[src/rtl/ecc_s1d_decoder.sv]
// rtl/ecc_s1d_decoder.sv - two-stage S1D codeword decoder with error counters and first-error log
// Stage 1 computes the syndrome; stage 2 corrects and flags; both shift together on adv.
module ecc_s1d_decoder #(
  parameter int CNT_W = 16
) (
  input  logic             CLK,
  input  logic             RSTN,
  input  logic [37:0]      EDI,
  input  logic             IN_VALID,
  output logic             IN_READY,
  output logic [31:0]      EDO,
  output logic             OUT_VALID,
  input  logic             OUT_READY,
  output logic             ERR_CE,
  output logic             ERR_UE,
  output logic [5:0]       SYN,
  input  logic             CLR_CNT,
  output logic [CNT_W-1:0] CE_CNT,
  output logic [CNT_W-1:0] UE_CNT,
  output logic             LOG_VALID,
  output logic [5:0]       LOG_SYN,
  output logic             LOG_UE
);

  function automatic logic [5:0] d_col(input int i);
    case (i)
      0:  d_col = 6'h03;  1:  d_col = 6'h05;  2:  d_col = 6'h06;  3:  d_col = 6'h07;
      4:  d_col = 6'h09;  5:  d_col = 6'h0A;  6:  d_col = 6'h0B;  7:  d_col = 6'h0C;
      8:  d_col = 6'h0D;  9:  d_col = 6'h0E;  10: d_col = 6'h11;  11: d_col = 6'h12;
      12: d_col = 6'h13;  13: d_col = 6'h14;  14: d_col = 6'h15;  15: d_col = 6'h16;
      16: d_col = 6'h18;  17: d_col = 6'h19;  18: d_col = 6'h1A;  19: d_col = 6'h21;
      20: d_col = 6'h22;  21: d_col = 6'h24;  22: d_col = 6'h26;  23: d_col = 6'h28;
      24: d_col = 6'h29;  25: d_col = 6'h2A;  26: d_col = 6'h2C;  27: d_col = 6'h30;
      28: d_col = 6'h31;  29: d_col = 6'h32;  30: d_col = 6'h34;  31: d_col = 6'h38;
      default: d_col = 6'h00;
    endcase
  endfunction

  logic             s1_valid_q, s1_valid_d;
  logic [31:0]      s1_data_q, s1_data_d;
  logic [5:0]       s1_syn_q, s1_syn_d;
  logic             out_valid_q, out_valid_d;
  logic [31:0]      edo_q, edo_d;
  logic             ce_q, ce_d;
  logic             ue_q, ue_d;
  logic [5:0]       syn_q, syn_d;
  logic [CNT_W-1:0] ce_cnt_q, ce_cnt_d;
  logic [CNT_W-1:0] ue_cnt_q, ue_cnt_d;
  logic             log_valid_q, log_valid_d;
  logic [5:0]       log_syn_q, log_syn_d;
  logic             log_ue_q, log_ue_d;

  logic        adv;
  logic        xfer;
  logic [31:0] in_data;
  logic [5:0]  in_syn;
  logic [31:0] flip;
  logic        dec_ce;
  logic        dec_ue;

  assign adv  = !out_valid_q || OUT_READY;
  assign xfer = out_valid_q && OUT_READY;
  assign in_data = {EDI[37:25], EDI[23:15], EDI[13:8], EDI[6:4], EDI[2]};

  always_comb begin
    in_syn = {EDI[24], EDI[14], EDI[7], EDI[3], EDI[1], EDI[0]};
    for (int i = 0; i < 32; i++) begin
      if (in_data[i]) in_syn = in_syn ^ d_col(i);
    end
  end

  // A parity-column syndrome is correctable but leaves data untouched.
  always_comb begin
    flip = '0;
    for (int i = 0; i < 32; i++) begin
      if (s1_syn_q == d_col(i)) flip[i] = 1'b1;
    end
    dec_ce = (|flip) || $onehot(s1_syn_q);
    dec_ue = (s1_syn_q != 6'h00) && !dec_ce;
  end

  always_comb begin
    s1_valid_d  = s1_valid_q;
    s1_data_d   = s1_data_q;
    s1_syn_d    = s1_syn_q;
    out_valid_d = out_valid_q;
    edo_d       = edo_q;
    ce_d        = ce_q;
    ue_d        = ue_q;
    syn_d       = syn_q;
    if (adv) begin
      s1_valid_d  = IN_VALID;
      s1_data_d   = in_data;
      s1_syn_d    = in_syn;
      out_valid_d = s1_valid_q;
      edo_d       = s1_data_q ^ flip;
      ce_d        = s1_valid_q && dec_ce;
      ue_d        = s1_valid_q && dec_ue;
      syn_d       = s1_syn_q;
    end
  end

  // Clear takes priority over a coincident error transfer.
  always_comb begin
    ce_cnt_d    = ce_cnt_q;
    ue_cnt_d    = ue_cnt_q;
    log_valid_d = log_valid_q;
    log_syn_d   = log_syn_q;
    log_ue_d    = log_ue_q;
    if (CLR_CNT) begin
      ce_cnt_d    = '0;
      ue_cnt_d    = '0;
      log_valid_d = 1'b0;
      log_syn_d   = 6'h00;
      log_ue_d    = 1'b0;
    end else if (xfer) begin
      if (ce_q && (ce_cnt_q != {CNT_W{1'b1}})) ce_cnt_d = ce_cnt_q + CNT_W'(1);
      if (ue_q && (ue_cnt_q != {CNT_W{1'b1}})) ue_cnt_d = ue_cnt_q + CNT_W'(1);
      if ((ce_q || ue_q) && !log_valid_q) begin
        log_valid_d = 1'b1;
        log_syn_d   = syn_q;
        log_ue_d    = ue_q;
      end
    end
  end

  always_ff @(posedge CLK) begin
    if (!RSTN) begin
      s1_valid_q  <= 1'b0;
      s1_data_q   <= '0;
      s1_syn_q    <= '0;
      out_valid_q <= 1'b0;
      edo_q       <= '0;
      ce_q        <= 1'b0;
      ue_q        <= 1'b0;
      syn_q       <= '0;
      ce_cnt_q    <= '0;
      ue_cnt_q    <= '0;
      log_valid_q <= 1'b0;
      log_syn_q   <= '0;
      log_ue_q    <= 1'b0;
    end else begin
      s1_valid_q  <= s1_valid_d;
      s1_data_q   <= s1_data_d;
      s1_syn_q    <= s1_syn_d;
      out_valid_q <= out_valid_d;
      edo_q       <= edo_d;
      ce_q        <= ce_d;
      ue_q        <= ue_d;
      syn_q       <= syn_d;
      ce_cnt_q    <= ce_cnt_d;
      ue_cnt_q    <= ue_cnt_d;
      log_valid_q <= log_valid_d;
      log_syn_q   <= log_syn_d;
      log_ue_q    <= log_ue_d;
    end
  end

  assign IN_READY  = adv;
  assign OUT_VALID = out_valid_q;
  assign EDO       = edo_q;
  assign ERR_CE    = ce_q;
  assign ERR_UE    = ue_q;
  assign SYN       = syn_q;
  assign CE_CNT    = ce_cnt_q;
  assign UE_CNT    = ue_cnt_q;
  assign LOG_VALID = log_valid_q;
  assign LOG_SYN   = log_syn_q;
  assign LOG_UE    = log_ue_q;

endmodule
[config.mk]
export PLATFORM = sky130hd
export DESIGN_NAME = ecc_s1d_decoder
export DESIGN_NICKNAME = d
export VERILOG_FILES = /design/src/rtl/ecc_s1d_decoder.sv
export SDC_FILE = /design/constraint.sdc
export NUM_CORES = 1
export LEC_CHECK = 0
export ABC_AREA = 1
export ABC_CLOCK_PERIOD_IN_PS = 2900
export BUFFER_PORTS_ARGS = -buffer_cell sky130_fd_sc_hd__buf_2
export CORE_UTILIZATION = 51
export DETAILED_ROUTE_END_ITERATION = 8
export GPL_TIMING_DRIVEN = 0
export PLACE_DENSITY = 0.85
export SYNTH_ARGS = -nofsm -noshare
export SYNTH_HDL_FRONTEND = slang
export SYNTH_SLANG_ARGS = --single-unit
[constraint.sdc]
create_clock -name CLK -period 2.9 [get_ports CLK]
set_input_delay 0.58 -clock CLK [delete_from_list [all_inputs] [get_ports CLK]]
set_output_delay 0.58 -clock CLK [all_outputs]
set_load 0.02 [all_outputs]
* After elaboration in Yosys (flattened, before gate mapping)
Index checks and enable logic that the tools add are counted.
** Cells by class
- Add/subtract/negate cells :: 7
- Equal/unequal tests :: 35
- Muxes and demuxes :: 96
- Bitwise logic cells :: 34
- Reductions and logical operators :: 19
** Operators with widths (count)
- 2-to-1 mux 6 bit :: 64
- XOR 6 bit :: 32
- equality test 6 bit (second input constant) :: 13
- equality test 6 x 5 -> 1 bit (second input constant) :: 9
- equality test 6 x 4 -> 1 bit (second input constant) :: 6
- adder 16 x 1 -> 16 bit (second input constant) :: 2
- 2-to-1 mux 1 bit :: 32
- != test 16 bit (second input constant) :: 2
- OR reduction 32 bit :: 1
- XOR 32 bit :: 1
- equality test 6 x 3 -> 1 bit (second input constant) :: 3
- logical AND 1 bit :: 7
- adder 1 x 1 -> 2 bit :: 3
- equality test 6 x 2 -> 1 bit (second input constant) :: 1
- AND reduction 2 bit :: 3
- nonzero test 6 bit :: 1
- adder 2 x 2 -> 3 bit :: 1
- adder 3 x 2 -> 3 bit :: 1
- equality test 3 x 1 -> 1 bit (second input constant) :: 1
- zero test 1 bit :: 3
- logical OR 1 bit :: 3
- OR reduction 2 bit :: 1
- inverter 1 bit :: 1
** Word-level totals
- Bits in registers :: 120
- Output and inout bits :: 82
- Word-level logic and storage cells :: 204

* Depth between registers and ports, before layout
Gate-level depths: netlist of the first run.
- Depth in word-level cells :: 65
- Mapped depth :: 13

* Worst setup path after synthesis of the first run
Ideal clock, no wire load.
- Path kind :: flip-flop to flip-flop
- Start :: reg s1_syn_q[3]
- End :: reg ce_q, in the netlist ERR_CE
- Arrival :: 2.637 ns
- Setup slack :: 0.147 ns
- Stages on the path, launching flop included :: 14
- Path buffers :: 0
- Period minus slack after synthesis :: 2.753 ns
- Cell sequence :: dfxtp_1 inv_2 fa_1 fa_1 inv_1 ha_1 fa_1 nor3b_1 nor2_1 nand3_1 nor2_1 nand3_2 nand2_1 a21oi_2
** Between the ends
- Word-level cells in the longest chain between the ends :: 6
- Elaborated cells between the ends (all ways) :: 71
- Those cells by class :: add/sub: 3; eq/ne: 33; mux: 32; reduce/logical: 3
** RTL lines
- start: declaration :: RTL line 41 : logic [5:0] s1_syn_q, s1_syn_d;
- start signal: assignment :: RTL line 145 : s1_syn_q <= s1_syn_d;
- adder 1 x 1 -> 2 bit (implied by the code) :: RTL line 78 : dec_ce = (|flip) || $onehot(s1_syn_q);
- adder 2 x 2 -> 3 bit (implied by the code) :: RTL line 78
- adder 3 x 2 -> 3 bit (implied by the code) :: RTL line 78
- equality test 3 x 1 -> 1 bit :: RTL line 78
- logical OR 1 bit * :: RTL line 78
- logical AND 1 bit * :: RTL line 97 : ce_d = s1_valid_q && dec_ce;
- end signal: assignment :: RTL line 134 : ce_q <= 1'b0;
- end signal: assignment :: RTL line 148 : ce_q <= ce_d;
- end: declaration :: RTL line 44 : logic ce_q, ce_d;
Every way passes the cells marked *; elsewhere a longest branch is shown, timed or not.
A chain may end at the register's enable or synchronous reset.

* Worst setup path in the final report of the first run
Same ends and word-level chain as after synthesis.

==> results.cfg, run 1 <==
[status]
status = complete, no violations

[min_path]
hp-class = reg -> reg

[clock_network]
clk_latency_ns = 0.41
clockBufferDepth = 2
cts_sinks = 120
cts_root_buf = clkbuf_16
clk_pin_slew_ns = 0.06
cts_tree = done
cts_buffers = 17
h-tree-depth = 4

[sta]
period_minus_slack_ns = 2.81
grt_setup_unrepaired = yes
timing.fmax_mhz = 356
slew_headroom_pct = 57.4
final.setup.tns_ns = 0
skew_ns = 0.00660
setup_viol = 0
final_max_slew_viol_count = 0
period_share_pct = 96.9
timing.final.ws_setup_ns = 0.0903
tightest_slew_ns = 0.637
hold_violations = 0
holdWs_ns = 0.473

[die]
fp.dieW_um = 118
core_um2 = 13200
start_util_pct = 52.2
die_h_um = 118
die_area_um2 = 14000
rows = 42
io_pins = 125

[power_and_ir_drop]
pwr-share-comb_pct = 21.0
vdd_ir_drop_max_mv = 0.426
power_density_nw_per_um2 = 608
p_sw_mw = 1.53
clkPwrFrac_pct = 42.5
seqPwrFrac_pct = 36.5
leakage_nw = 4.13
p_sw_share_pct = 30.1
intPower_mw = 3.54

[grt]
grt_pass1_vias = 6464
grt_max_degree = 17
antenna_found_initial = 0
overflow = 0
grt_use_total_pct = 27.6
grt_first_pass_wirelength_um = 30500

[cells_and_area]
num_antenna_cells = 0
fin_cells = 1302
nNetsFinal = 1166
fin_util_pct = 63.2
area_growth_pct = 21.1
drive_gt1_share_pct = 17.9

[synthesis]
synth_edf_count = 0
ys_warn_count = 0
yosysTopAreaCell = dfxtp_1
synth_top_area_share_pct = 34.9
yosysSeqAreaShare_pct = 34.9
yosys-top-cells-area = dfxtp_1, nand2_1, xor2_1, inv_1, o21ai_0
avgSynthCellArea_um2 = 7.07
ys_types = 37
synth_flop_cell = dfxtp_1
syn_area_um2 = 6880
async_flop_share_pct = 0
syn_nets = 1027
synth_seq_cells = 120
synthCells = 974

[worst_setup_path]
required_ns = 3.20
r2r_slack_ns = 0.09
crit_type = reg -> reg
worst_setup_path_start_kind = register
crit_fanout = 4
crit_arrival_ns = 3.11
critPathCaptureType = register

[route]
drt_wl_total_um = 18800
drc = 0
drtIter0Drc = 542
routedWlPerCell_um = 14.5
ant_nets = 0
num_vias = 6900
viasPerCell = 5.30
first_pass_iters = 6

[place]
pre_cts_slack_ns = -0.0578
place_inst = 1268
placement.io_buffers = 118
gp_congestion = 0.968
hpwl_um = 14200

[run]
drv_cap = 0
[per-stage QoR]
step	power [mW]	area, µm²
2_1_floorplan	2.59	6880
3_3_place_gp	2.86	7690
3_5_place_dp	2.89	7690
4_1_cts	5.04	8300
5_1_grt	5.31	8330
6_report	5.06	8330
[registers in the layout, summed over array words and instances (netlist names)]
signal and count:
CE_CNT 16, EDO 32, ERR_CE 1, ERR_UE 1, LOG_SYN 6, LOG_UE 1
LOG_VALID 1, OUT_VALID 1, SYN 6, UE_CNT 16, s1_data_q 32, s1_syn_q 6
s1_valid_q 1
[cell usage after synthesis, types with 5 or more instances]
library cell / number
a21oi_1: 54
and3_1: 5
buf_2: 9
clkbuf_1: 26
dfxtp_1: 120
ha_1: 7
inv_1: 117
inv_2: 9
nand2_1: 179
nand3_1: 53
nand3b_1: 8
nand4_1: 13
nor2_1: 96
nor2_4: 5
nor3_1: 11
o21ai_0: 86
o21ai_1: 10
o21bai_1: 32
xnor2_1: 49
xor2_1: 55
[worst max-delay path, stage by stage, from the launching register on]
cell     delay, ns
dfxtp_4       0.38
inv_4         0.05
fa_1          0.48
fa_1          0.49
inv_1         0.05
ha_2          0.16
fa_1          0.49
nor3b_1       0.05
nor2_1        0.09
nand3_1       0.08
nor2_2        0.16
nand3_2       0.10
nand2_2       0.07
a21oi_2       0.04
[worst paths after layout]
path	start	endpoint	cells past startpoint
worst max-delay path	s1_syn_q[3]	ERR_CE	13
worst min-delay path	ERR_UE	ERR_UE	2
worst max register to register	s1_syn_q[3]	ERR_CE	13
worst min register to register	ERR_UE	ERR_UE	2
[cell usage in the layout, fill, tap and decap left out, types with 28 or more instances in the layout]
master,synthesis,layout
a21oi_1,54,54
nor2_1,96,95
dfxtp_1,120,117
clkbuf_1,26,28
o21bai_1,32,32
buf_2,9,127
xnor2_1,49,49
nand2_1,179,178
nand3_1,53,53
inv_1,117,115
xor2_1,55,55
o21ai_0,86,86
[final cells by class]
| class | instances | area [µm²] |
|---|---|---|
| Buffer | 39 | 174 |
| Clock buffer | 21 | 460 |
| Multi-Input combinational cell | 688 | 3830 |
| Tap cell | 176 | 220 |
| Timing Repair Buffer | 120 | 606 |
| Inverter | 127 | 482 |
| Clock inverter | 11 | 146 |
| Fill cell | 1185 | 4860 |
| Sequential cell | 120 | 2410 |
[metal layers]
layer	up-vias	track usage (%)	wire (µm)
met3	44	4.68	1090
met2	276	48.0	9350
met4	0	14.3	622
li1	3398	-	-
met1	3182	32.4	7760
met5	-	0	0
[kinds of logic (layout without fill, tap and decap cells)]
family          after synthesis  count (layout)  synth area share [%]
flops                       120             120                  34.9
simple gates                386             386                  25.1
compound gates              188             188                  15.1
buf+inv                     166             318                  9.49
xor+xnor                    104             104                  13.2
fa+ha+maj                    10              10                  2.15
[repair_timing]
action / 4_1_cts / 5_1_grt
hold buffers: 0 / 0
setup endpoints to repair: 2 / 2
pin swaps: 0 / 2
setup buffers: 0 / 2
gates resized for setup: 3 / 8
[power groups by stage]
stage / registers, mW / clock network (mW) / logic, mW
final: 1.85 / 2.15 / 1.06
after detailed placement: 1.88 / 0 / 1.01
after floorplan: 1.93 / 0 / 0.664
after global placement: 1.88 / 0 / 0.985
after CTS: 1.85 / 2.17 / 1.03
after global routing: 1.86 / 2.26 / 1.19
No activity file was read; power rests on OpenSTA's default activity.
==> inputs of run 2 (changes only) <==
--- a/config.mk
+++ b/config.mk
@@ -8,10 +8,12 @@
 export ABC_AREA = 1
 export ABC_CLOCK_PERIOD_IN_PS = 2900
 export BUFFER_PORTS_ARGS = -buffer_cell sky130_fd_sc_hd__buf_2
-export CORE_UTILIZATION = 51
+export CELL_PAD_IN_SITES_DETAIL_PLACEMENT = 0
+export CELL_PAD_IN_SITES_GLOBAL_PLACEMENT = 1
+export CORE_UTILIZATION = 36
 export DETAILED_ROUTE_END_ITERATION = 8
 export GPL_TIMING_DRIVEN = 0
-export PLACE_DENSITY = 0.85
+export PLACE_DENSITY = 0.84
 export SYNTH_ARGS = -nofsm -noshare
 export SYNTH_HDL_FRONTEND = slang
 export SYNTH_SLANG_ARGS = --single-unit
==> run 2 against run 1 <==
Flip-flop and latch count is the same. Critical path type unchanged. Sequential share of layout area is 0.44 points lower. Design area is 1.6% higher. Worst hold slack better by 0.0038 ns. Wire length is 6.5% higher. Count of clock-buffer cells in the layout shrank 1. Largest power group unchanged. Setup slack worse by 0.060 ns.
==> results.cfg, run 2 (synthesis gave the netlist of run 1 again) <==
[status]
status = complete, no violations

[sta]
period_share_pct = 99.0
tightest_slew_ns = 0.651
slew_headroom_pct = 56.4
skew_ns = 0.00903
holdWs_ns = 0.477
timing.final.ws_setup_ns = 0.0300
timing.fmax_mhz = 348
final.setup.tns_ns = 0
final_max_slew_viol_count = 0
hold_violations = 0
period_minus_slack_ns = 2.87
setup_viol = 0
grt_setup_unrepaired = yes

[power_and_ir_drop]
power_density_nw_per_um2 = 619
seqPwrFrac_pct = 35.4
intPower_mw = 3.65
vdd_ir_drop_max_mv = 0.387
p_total_mw = 5.24
pwr-share-comb_pct = 20.6
p_sw_share_pct = 30.3
clkPwrFrac_pct = 44.1
p_sw_mw = 1.59
leakage_nw = 4.17

[route]
drt_wl_total_um = 20000
routedWlPerCell_um = 14.7
ant_nets = 0
first_pass_iters = 5
num_vias = 6654
drc = 0
viasPerCell = 4.89
drtIter0Drc = 334

[place]
placement.io_buffers = 118
gp_congestion = 0.934
place_inst = 1326
pre_cts_slack_ns = -0.0849
hpwl_um = 15400
place_area_um2 = 7760

[clock_network]
h-tree-depth = 4
cts_tree = done
clockBufferDepth = 2
cts_sinks = 120
cts_root_buf = clkbuf_16
clk_pin_slew_ns = 0.06
clk_latency_ns = 0.43
cts_buffers = 17
hold_buffers = 0

[die]
rows = 50
fp.dieW_um = 140
die_h_um = 140
start_util_pct = 36.8
core_um2 = 18700
die_area_um2 = 19700
io_pins = 125

[grt]
grt_pass1_vias = 6264
use_met2_pct = 36.3
overflow = 0
top_usage_layer = met2
antenna_found_initial = 0
grt_use_total_pct = 21.0
grt_max_degree = 17
use_met3_pct = 3.59
grt_first_pass_wirelength_um = 31900
grt_util_met1_pct = 26.0

[cells_and_area]
num_antenna_cells = 0
num-fill-cells = 1923
fin_cells = 1362
nNetsFinal = 1168
fin_area_um2 = 8470
final_common_cell = nand2_1
drive_gt1_share_pct = 18.2
area_growth_pct = 23.1
multi_input_area_um2 = 3840
most-common-layout-cells = nand2_1, buf_2, dfxtp_1
fin_util_pct = 45.3
register_area_um2 = 2410

[worst_setup_path]
crit_type = reg -> reg
required_ns = 3.26
crit_arrival_ns = 3.23
crit_fanout = 4
worst_setup_path_start_kind = register
critPathCaptureType = register
worstRegToRegCells = 12

[min_path]
holdPathStages = 2
hp-class = reg -> reg

[run]
drv_cap = 0
run 2: changes by cell type in the layout (fill, tap and decap cells not counted), sizes merged:
| cell | before | now |
|---|---|---|
| inv | 128 | 131 |
| clkbuf | 48 | 47 |
| buf | 132 | 134 |
| bufinv | 3 | 4 |
| clkinvlp | 5 | 2 |
run 2: final timing paths:
check | slack (ns) | start | end
min | 0.48 | s1_data_q[1] | s1_data_q[1]
min reg2reg | 0.48 | s1_data_q[1] | s1_data_q[1]
max | 0.03 | s1_syn_q[3] | ERR_UE
max reg2reg | 0.03 | s1_syn_q[3] | ERR_UE
run 2: critical path: stages (launching register included):
cell and delay [ns]:
dfxtp_4 0.39, inv_4 0.05, fa_1 0.49, fa_1 0.54
inv_1 0.05, ha_2 0.16, fa_1 0.48, nor3b_1 0.05
nor2_1 0.08, nand3_1 0.08, nor2_2 0.16, nand4_1 0.13
a21oi_2 0.15
run 2: layer usage:
metal / part of all wire, % / wire (µm)
met5: 0 / 0
met4: 2.2 / 443
met3: 5.2 / 1050
met2: 48 / 9600
met1: 45 / 8940
run 2: what timing repair did:
item	in CTS	in global routing
gates resized for setup	4	11
hold endpoints to repair	0	0
setup buffers	0	4
endpoints found under the setup margin	2	2
pin swaps	1	6
run 2: cell type report:
| class | instances | share of cell area [%] |
|---|---|---|
| plain buffers | 39 | 2.05 |
| repair buffers | 122 | 7.33 |
| well taps | 234 | 3.46 |
| clock buffers | 20 | 5.39 |
| multi-input cells | 688 | 45.3 |
| clock inverters | 12 | 2.22 |
| flip-flops and latches | 120 | 28.5 |
| inverters | 127 | 5.75 |
run 2: power by group through the flow:
stage | Clock (mW) | Combinational [mW] | Sequential [mW]
after floorplan | 0 | 0.664 | 1.93
after global placement | 0 | 1.02 | 1.88
after detailed placement | 0 | 1.03 | 1.88
after CTS | 2.35 | 1.05 | 1.85
after global routing | 2.42 | 1.20 | 1.87
final | 2.31 | 1.08 | 1.85
